## src/rtl/exc_ctrl_pkg.sv

```systemverilog
// ============================================================================
// Module      : exc_ctrl_pkg
// Description : Shared types and constants for the exception controller.
// Revision    : 1.0 - initial release
// ============================================================================
`default_nettype none

package exc_ctrl_pkg;

    typedef enum logic [1:0] {
        ST_IDLE   = 2'd0,
        ST_DRAIN  = 2'd1,
        ST_COMMIT = 2'd2,
        ST_REDIR  = 2'd3
    } state_t;

    typedef enum logic {
        KIND_EXC  = 1'b0,
        KIND_ERET = 1'b1
    } kind_t;

    localparam logic [4:0]  EXC_INT    = 5'd0;
    localparam logic [4:0]  EXC_ADEL   = 5'd4;
    localparam logic [4:0]  EXC_ADES   = 5'd5;
    localparam logic [4:0]  EXC_SYS    = 5'd8;
    localparam logic [4:0]  EXC_BP     = 5'd9;
    localparam logic [4:0]  EXC_RI     = 5'd10;
    localparam logic [4:0]  EXC_OV     = 5'd12;
    localparam logic [31:0] EXC_VECTOR = 32'hBFC0_0380;

    typedef struct packed {
        logic        we;
        logic        bd;
        logic        exl;
        logic [4:0]  exc;
        logic [31:0] epc;
        logic [31:0] bva;
    } reg_error;

    // Only address errors carry a meaningful bad virtual address.
    function automatic logic is_addr_exc(input logic [4:0] code);
        return (code == EXC_ADEL) || (code == EXC_ADES);
    endfunction

endpackage

`default_nettype wire

```

## src/rtl/exc_ctrl.sv

```systemverilog
// ============================================================================
// Module      : exc_ctrl
// Description : Precise exception / interrupt / ERET sequencer driving CP0.
// Revision    : 1.0 - initial release
// ============================================================================
`default_nettype none

module exc_ctrl
    import exc_ctrl_pkg::*;
(
    input  logic        clk,
    input  logic        rst,
    input  logic        exc_req,
    input  logic [4:0]  exc_code,
    input  logic [31:0] exc_pc,
    input  logic        exc_bd,
    input  logic [31:0] exc_bva,
    input  logic        eret_req,
    input  logic [7:0]  intr_vect,
    input  logic [31:0] int_pc,
    input  logic        int_bd,
    input  logic        mem_busy,
    output reg_error    cp0w,
    output logic        hold,
    output logic        flush,
    output logic        redir_valid,
    output logic [31:0] redir_pc
);

    state_t      r_state,   w_state_nxt;
    kind_t       r_kind,    w_kind_nxt;
    logic [4:0]  r_code,    w_code_nxt;
    logic [31:0] r_pc,      w_pc_nxt;
    logic        r_bd,      w_bd_nxt;
    logic [31:0] r_bva,     w_bva_nxt;

    logic        r_sh_exl;
    logic [4:0]  r_sh_code;
    logic [31:0] r_sh_epc;
    logic        r_sh_bd;
    logic [31:0] r_sh_bva;

    reg_error    r_cp0w,    w_cp0w_nxt;
    logic        r_hold,    w_hold_nxt;
    logic        r_redir,   w_redir_nxt;
    logic [31:0] r_rpc,     w_rpc_nxt;
    logic        w_win;

    always_comb begin
        w_state_nxt = r_state;
        w_kind_nxt  = r_kind;
        w_code_nxt  = r_code;
        w_pc_nxt    = r_pc;
        w_bd_nxt    = r_bd;
        w_bva_nxt   = r_bva;
        w_win       = 1'b0;
        case (r_state)
            ST_IDLE: begin
                if (exc_req) begin
                    w_win      = 1'b1;
                    w_kind_nxt = KIND_EXC;
                    w_code_nxt = exc_code;
                    w_pc_nxt   = exc_pc;
                    w_bd_nxt   = exc_bd;
                    w_bva_nxt  = exc_bva;
                end else if ((intr_vect != 8'd0) && !r_sh_exl) begin
                    w_win      = 1'b1;
                    w_kind_nxt = KIND_EXC;
                    w_code_nxt = EXC_INT;
                    w_pc_nxt   = int_pc;
                    w_bd_nxt   = int_bd;
                    w_bva_nxt  = r_sh_bva;
                end else if (eret_req) begin
                    w_win      = 1'b1;
                    w_kind_nxt = KIND_ERET;
                    w_code_nxt = 5'd0;
                    w_pc_nxt   = 32'd0;
                    w_bd_nxt   = 1'b0;
                    w_bva_nxt  = 32'd0;
                end
                if (w_win) begin
                    w_state_nxt = mem_busy ? ST_DRAIN : ST_COMMIT;
                end
            end
            ST_DRAIN:  if (!mem_busy) w_state_nxt = ST_COMMIT;
            ST_COMMIT: w_state_nxt = ST_REDIR;
            default:   w_state_nxt = ST_IDLE;
        endcase
    end

    // Outputs are computed one state ahead so they can be registered.
    always_comb begin
        w_cp0w_nxt  = '0;
        w_hold_nxt  = (w_state_nxt != ST_IDLE);
        w_redir_nxt = (w_state_nxt == ST_REDIR);
        w_rpc_nxt   = 32'd0;
        if (w_state_nxt == ST_COMMIT) begin
            w_cp0w_nxt.we = 1'b1;
            if (w_kind_nxt == KIND_ERET) begin
                w_cp0w_nxt.exl = 1'b0;
                w_cp0w_nxt.exc = r_sh_code;
                w_cp0w_nxt.epc = r_sh_epc;
                w_cp0w_nxt.bd  = r_sh_bd;
                w_cp0w_nxt.bva = r_sh_bva;
            end else begin
                w_cp0w_nxt.exl = 1'b1;
                w_cp0w_nxt.exc = w_code_nxt;
                w_cp0w_nxt.epc = r_sh_exl ? r_sh_epc : w_pc_nxt;
                w_cp0w_nxt.bd  = r_sh_exl ? r_sh_bd  : w_bd_nxt;
                w_cp0w_nxt.bva = is_addr_exc(w_code_nxt) ? w_bva_nxt : r_sh_bva;
            end
        end
        if (w_state_nxt == ST_REDIR) begin
            w_rpc_nxt = (w_kind_nxt == KIND_ERET) ? r_sh_epc : EXC_VECTOR;
        end
    end

    always_ff @(posedge clk) begin
        if (!rst) begin
            r_state   <= ST_IDLE;
            r_kind    <= KIND_EXC;
            r_code    <= 5'd0;
            r_pc      <= 32'd0;
            r_bd      <= 1'b0;
            r_bva     <= 32'd0;
            r_sh_exl  <= 1'b0;
            r_sh_code <= 5'd0;
            r_sh_epc  <= 32'd0;
            r_sh_bd   <= 1'b0;
            r_sh_bva  <= 32'd0;
            r_cp0w    <= '0;
            r_hold    <= 1'b0;
            r_redir   <= 1'b0;
            r_rpc     <= 32'd0;
        end else begin
            r_state <= w_state_nxt;
            r_kind  <= w_kind_nxt;
            r_code  <= w_code_nxt;
            r_pc    <= w_pc_nxt;
            r_bd    <= w_bd_nxt;
            r_bva   <= w_bva_nxt;
            if (r_cp0w.we) begin
                r_sh_exl  <= r_cp0w.exl;
                r_sh_code <= r_cp0w.exc;
                r_sh_epc  <= r_cp0w.epc;
                r_sh_bd   <= r_cp0w.bd;
                r_sh_bva  <= r_cp0w.bva;
            end
            r_cp0w  <= w_cp0w_nxt;
            r_hold  <= w_hold_nxt;
            r_redir <= w_redir_nxt;
            r_rpc   <= w_rpc_nxt;
        end
    end

    assign cp0w        = r_cp0w;
    assign hold        = r_hold;
    assign flush       = r_redir;
    assign redir_valid = r_redir;
    assign redir_pc    = r_rpc;

endmodule

`default_nettype wire

```

## config.mk

```make
export PLATFORM = sky130hd
export DESIGN_NAME = exc_ctrl
export DESIGN_NICKNAME = d
export VERILOG_FILES = /design/src/rtl/exc_ctrl_pkg.sv /design/src/rtl/exc_ctrl.sv
export SDC_FILE = /design/constraint.sdc
export NUM_CORES = 1
export LEC_CHECK = 0
export CORE_ASPECT_RATIO = 1.75
export CORE_MARGIN = 4
export CORE_UTILIZATION = 54
export DETAILED_ROUTE_END_ITERATION = 16
export PLACE_DENSITY = 0.85
export SKIP_CTS_REPAIR_TIMING = 1
export SLEW_MARGIN = 20
export SYNTH_ARGS = -nofsm -noshare
export SYNTH_HDL_FRONTEND = slang
export SYNTH_SLANG_ARGS = --single-unit
export TNS_END_PERCENT = 1
```

## constraint.sdc

```tcl
create_clock -name clk -period 4.25 [get_ports clk]
set_clock_uncertainty 0.15 [all_clocks]
set_input_delay 0.85 -clock clk [delete_from_list [all_inputs] [get_ports clk]]
set_output_delay 0.85 -clock clk [all_outputs]
set_load 0.03 [all_outputs]
```

==> Yosys cells after proc, flatten, opt, wreduce, memory -nomap -nowiden <==
Cells that the tools add are included.
{ "word_totals": {"ff_bits": 250, "inputBits": 116, "output_inout_bits": 107, "word_cells": 70} }
{ "classes": {"eq_ne": 6, "muxes": 34, "reduce_logical": 9} }
{ "ops": {"columns": ["operator", "n"], "rows": [
  ["32-bit two-way mux", 11],
  ["72-bit two-way mux", 1],
  ["71-bit two-way mux", 1],
  ["5-bit two-way mux", 4],
  ["1-bit two-way mux", 13],
  ["5-bit by 3-bit == test with 1-bit output, second input constant", 2],
  ["8-bit nonzero test", 1],
  ["2-bit == test, second input constant", 3],
  ["2-bit two-way mux", 3],
  ["2-bit one-hot mux with 3 select lines", 1],
  ["2-bit AND reduction", 2],
  ["3-bit AND reduction", 1],
  ["2-bit by 1-bit == test with 1-bit output, second input constant", 1],
  ["2-bit logical NOT", 1],
  ["2-bit nonzero test", 1],
  ["1-bit logical AND", 1],
  ["1-bit logical NOT", 1],
  ["1-bit logical OR", 1]
]} }

==> Depth between registers and ports, before layout <==
{ "logic_depth": {"word_depth": 10, "depth_mapped": 9, "mapped_depth_nobuf": 5} }

==> Worst setup path after synthesis <==
OpenSTA, ideal clock, no wires.
{ "synth_path": {"path_type": "input to register", "from": "in intr_vect[1]", "to": "reg r_cp0w, in the netlist cp0w[10]", "setup_ns": 0.130, "t_arrival_ns": 2.436, "required_ns": 3.970, "path_slack_ns": 1.534, "cell_stages": 8, "n_path_buf": 3, "path_cell_list": "or4_1 clkbuf_1 o21ai_4 a31o_4 and2_1 buf_2 buf_4 a221oi_2"} }
{ "synth_between": {"elab_chain_cells": 9, "elab_cells_between_ends": 23, "cone_classes": "eq/ne: 3; mux: 16; reduce/logical: 4"} }
{ "synth_lines": {"columns": ["element", "line", "text"], "rows": [
  ["start: declaration", "exc_ctrl.sv:19", "input logic [7:0] intr_vect,"],
  ["8-bit nonzero test (*)", "exc_ctrl.sv:66", "end else if ((intr_vect != 8'd0) && !r_sh_exl) begin"],
  ["1-bit logical AND (*)", "exc_ctrl.sv:66", null],
  ["1-bit two-way mux or 5-bit two-way mux (tied branches)", "exc_ctrl.sv:66", null],
  ["1-bit two-way mux or 5-bit two-way mux (tied branches)", "exc_ctrl.sv:59", "if (exc_req) begin"],
  ["1-bit two-way mux or 5-bit two-way mux (tied branches)", "exc_ctrl.sv:57", "case (r_state)"],
  ["2-bit two-way mux or 5-bit by 3-bit == test with 1-bit output (tied branches)", "exc_ctrl.sv:81, exc_ctrl_pkg.sv:42", null],
  ["2-bit one-hot mux with 3 select lines or 1-bit logical OR (tied branches)", "exc_ctrl.sv:57, exc_ctrl_pkg.sv:42", null],
  ["2-bit == test or 32-bit two-way mux (tied branches)", "exc_ctrl.sv:97, exc_ctrl.sv:110", null],
  ["2-bit AND reduction (no source line) or 71-bit two-way mux (tied branches)", null, null],
  ["end signal: assignment", "exc_ctrl.sv:149", "r_cp0w <= w_cp0w_nxt;"],
  ["end: declaration", "exc_ctrl.sv:43", "reg_error r_cp0w, w_cp0w_nxt;"]
]} }
Every way passes the cells marked *; elsewhere a longest branch is shown, timed or not. The select of a mux whose other input is x is not followed.
A chain may end at the register's enable or synchronous reset.

==> Worst setup path in the final report <==
{ "layout_path": {"from": "reg r_state[0]", "to": "reg r_cp0w, in the netlist cp0w[58]"} }
{ "layout_between": {"elab_chain_cells": 4, "elab_cells_between_ends": 12, "cone_classes": "eq/ne: 3; mux: 7; reduce/logical: 2"} }
{ "layout_lines": {"columns": ["element", "line", "text"], "rows": [
  ["start: declaration", "exc_ctrl.sv:30", "state_t r_state, w_state_nxt;"],
  ["start signal: assignment", "exc_ctrl.sv:136", "r_state <= w_state_nxt;"],
  ["2-bit == test (tied with other cells)", "exc_ctrl.sv:57", null],
  ["2-bit one-hot mux with 3 select lines or 32-bit two-way mux (tied branches)", "exc_ctrl.sv:57", null],
  ["2-bit == test or 32-bit two-way mux (tied branches)", "exc_ctrl.sv:97, exc_ctrl.sv:108", null],
  ["2-bit AND reduction (no source line) or 71-bit two-way mux (tied branches)", null, null]
]} }
Several ways; a longest one is shown, not always the timed one.

==> results.toml <==
[detailed_routing]
drt_iter0_drc = 471
wl_met2_um = 14500
vias = 8253
route.antenna.remaining_nets = 0
vias_per_cell = 5.61
firstDrtPassIters = 5
m1WireLength_um = 10300
avgRoutedWirePerCell_um = 18.5
highest_layer = "met4"
route.met3.wl_um = 1410
drc_errors = 0
totalWireLength_um = 27200

[setup_path]
cp_max_fo = 40
reg2reg_from = "r_state[0]"
reg2reg_slack_ns = 1.14
r2r_end = "cp0w[58]"
start_kind = "register"
crit_type = "reg2reg"
crit_arrival_ns = 3.37
rr_worst_depth = 6
endpoint_kind = "register"
cp.required_ns = 4.51

[global_route]
grt_max_degree = 60
track_usage = 0.253
grt_pass1_wl_um = 43400
grt_pass1_vias = 8525
gr-total-overflow = 0
antenna_found_initial = 0

[sta]
finalSetupViolCount = 0
rsz0062_at_grt = "false"
tightest_slew_ns = 1.07
maxSlewViolCount = 0
max-slew-margin-rel = 0.282
fmaxAchievable_mhz = 321
fin_crit_sh = 0.733
tns_ns = 0
setup_ws_ns = 1.14
fin_crit_ns = 3.11
holdWs_ns = 0.309
finalHoldViolCount = 0

[synth]
ys_types = 38
synth-xor-area-share = 0
muxShareOfSynthArea = 0.0716
yosysWarnings = 0
synth_top_family_by_area = "compound AO/OA/AOI/OAI gates"
synth-compound-area-share = 0.245
synth_area_per_cell_um2 = 9.55
yosys.area_share.simple = 0.119
yosysSeqAreaShare = 0.504
synthesis.area_um2 = 9930
synth-seq-cells = 250
syn_nets = 1156
synthCells = 1040
synth-adder-area-share = 0

[pwr]
switching_share = 0.258
p_int_mw = 4.13
max-vdd-ir-drop_v = 0.000317
finalPower_mw = 5.56
p_sw_mw = 1.44
clock_power_share = 0.396
p_per_area_nw_per_um2 = 425
pwr-share-seq = 0.447
combPwrFrac = 0.158
leakage_nw = 4.65

[clock_tree]
cts.root.buffer_cell = "clkbuf_16"
cts_num_sinks = 250
cts.clk_slew.worst_paths_ns = 0.06
cts_buffers = 23
clkLatencyLatePin_ns = 0.50
cts-htree-levels = 1
cts_tree = "yes"
clock_path_buffers = 3

[floorplan]
pin_count = 223
fp.dieArea_um2 = 20700
initial_core_util = 0.550
num_rows = 65
core_area_um2 = 18100
die-width_um = 111
die_y_um = 187

[hold_path]
min_to = "r_bva[29]"
hold_depth = 2
worstHoldPathType = "reg2reg"
holdCritStartpoint = "r_bva[29]"

[placed_design]
hpwl_um = 18200
place.gp.congestion = 0.821
post-place-ws_ns = 0.710
portBuffers = 222

[final_layout]
final_common_cell = "dfxtp_1"
diodes = 0
nets = 1338
area_growth_pct = 31.9
layout-drive-gt1-share = 0.116
final_cell_mix = "dfxtp_1, clkdlybuf4s50_1, nor2_1, a21oi_1, mux2i_1"

[job]
maxCapViolCount = 0

[status]
status = "completed"
area by class of cell:
class / count / area [µm²]
clock buffers: 31 / 666
repair buffers: 248 / 2460
flip-flops and latches: 250 / 5010
fillers: 1327 / 4960
multi-input cells: 660 / 4360
inverters: 39 / 149
well taps: 234 / 293
clock inverters: 10 / 153
flip-flops by register name (all words and copies together) (netlist names):
name / count
r_code: 5
redir_pc: 32
r_state: 2
hold: 1
cp0w: 72
r_pc: 32
flush: 1
r_bva: 32
r_sh_epc: 32
r_sh_bd: 1
r_sh_exl: 1
r_sh_code: 5
r_bd: 1
r_kind: 1
r_sh_bva: 32
Yosys cell counts:
cell | number | area share
mux2i_1 | 71 | 0.072
a22oi_1 | 37 | 0.028
o31a_1 | 1 | 0.00088
inv_1 | 38 | 0.014
nand3_1 | 1 | 0.00050
a221oi_2 | 30 | 0.045
and2_1 | 22 | 0.014
or3_1 | 2 | 0.0013
o21a_1 | 44 | 0.033
nor3_1 | 8 | 0.0040
a21oi_1 | 105 | 0.053
o21ai_4 | 1 | 0.0016
a221oi_1 | 2 | 0.0018
o211ai_1 | 33 | 0.025
nor3b_2 | 1 | 0.0013
or4_1 | 2 | 0.0015
nor4_1 | 1 | 0.00063
a31o_2 | 1 | 0.00088
nand2_1 | 68 | 0.026
or2_2 | 1 | 0.00063
a2111oi_4 | 1 | 0.0028
o21ai_0 | 3 | 0.0015
a211oi_2 | 28 | 0.035
a211oi_1 | 10 | 0.0076
inv_2 | 1 | 0.00038
a311oi_1 | 2 | 0.0018
a21o_1 | 2 | 0.0015
buf_6 | 8 | 0.0091
buf_4 | 6 | 0.0045
buf_1 | 5 | 0.0019
nor2_1 | 178 | 0.067
a21oi_2 | 1 | 0.00088
o211ai_4 | 1 | 0.0021
nor4_2 | 2 | 0.0025
clkbuf_1 | 48 | 0.018
dfxtp_1 | 250 | 0.50
buf_2 | 24 | 0.012
a31o_4 | 1 | 0.0018
worst max-delay path: stages (launching register included):
cell and delay, ns:
dfxtp_1 0.42, or2_2 0.68, a311oi_1 0.40, a21o_2 0.69, buf_4 0.37, nor2_1 0.07, a211oi_1 0.22
stage by stage:
step           utilization  instances  cell area [µm²]
2_1_floorplan            -       1040             9930
3_3_place_gp         0.680       1431            12300
3_5_place_dp         0.680       1431            12300
4_1_cts              0.725       1472            13100
5_1_grt              0.725       1472            13100
6_report             0.725       1472            13100
cell families after synthesis:
family          count (synthesis)
buf+inv                       130
compound gates                303
mux                            71
flops                         250
simple gates                  286
power by group through the flow:
stage          Sequential, mW  Combinational (mW)  Clock, mW
5_1_grt                  2.49               0.947       2.32
2_1_floorplan            2.60               0.487          0
4_1_cts                  2.48               0.883       2.23
3_5_place_dp             2.54               0.875          0
3_3_place_gp             2.53               0.862          0
6_report                 2.48               0.877       2.20
how the worst max path moves through the flow:
stage / cells past startpoint / to / slack [ns] / start
final: 6 / cp0w[58] / 1.14 / r_state[0]
after global routing: 6 / cp0w[61] / 0.90 / r_state[0]
after CTS: 6 / cp0w[61] / 1.11 / r_state[0]
after detailed placement: 7 / cp0w[0] / 0.71 / intr_vect[5]
after global placement: 7 / cp0w[31] / 0.78 / intr_vect[5]
after floorplan: 8 / cp0w[10] / 1.53 / intr_vect[1]
per-layer routing:
layer,global-route usage,vias up
li1,-,3989
met1,0.274,3948
met2,0.479,248
met3,0.0447,68
met4,0.103,0
met5,0,-
No activity file was read; power rests on OpenSTA's default activity.
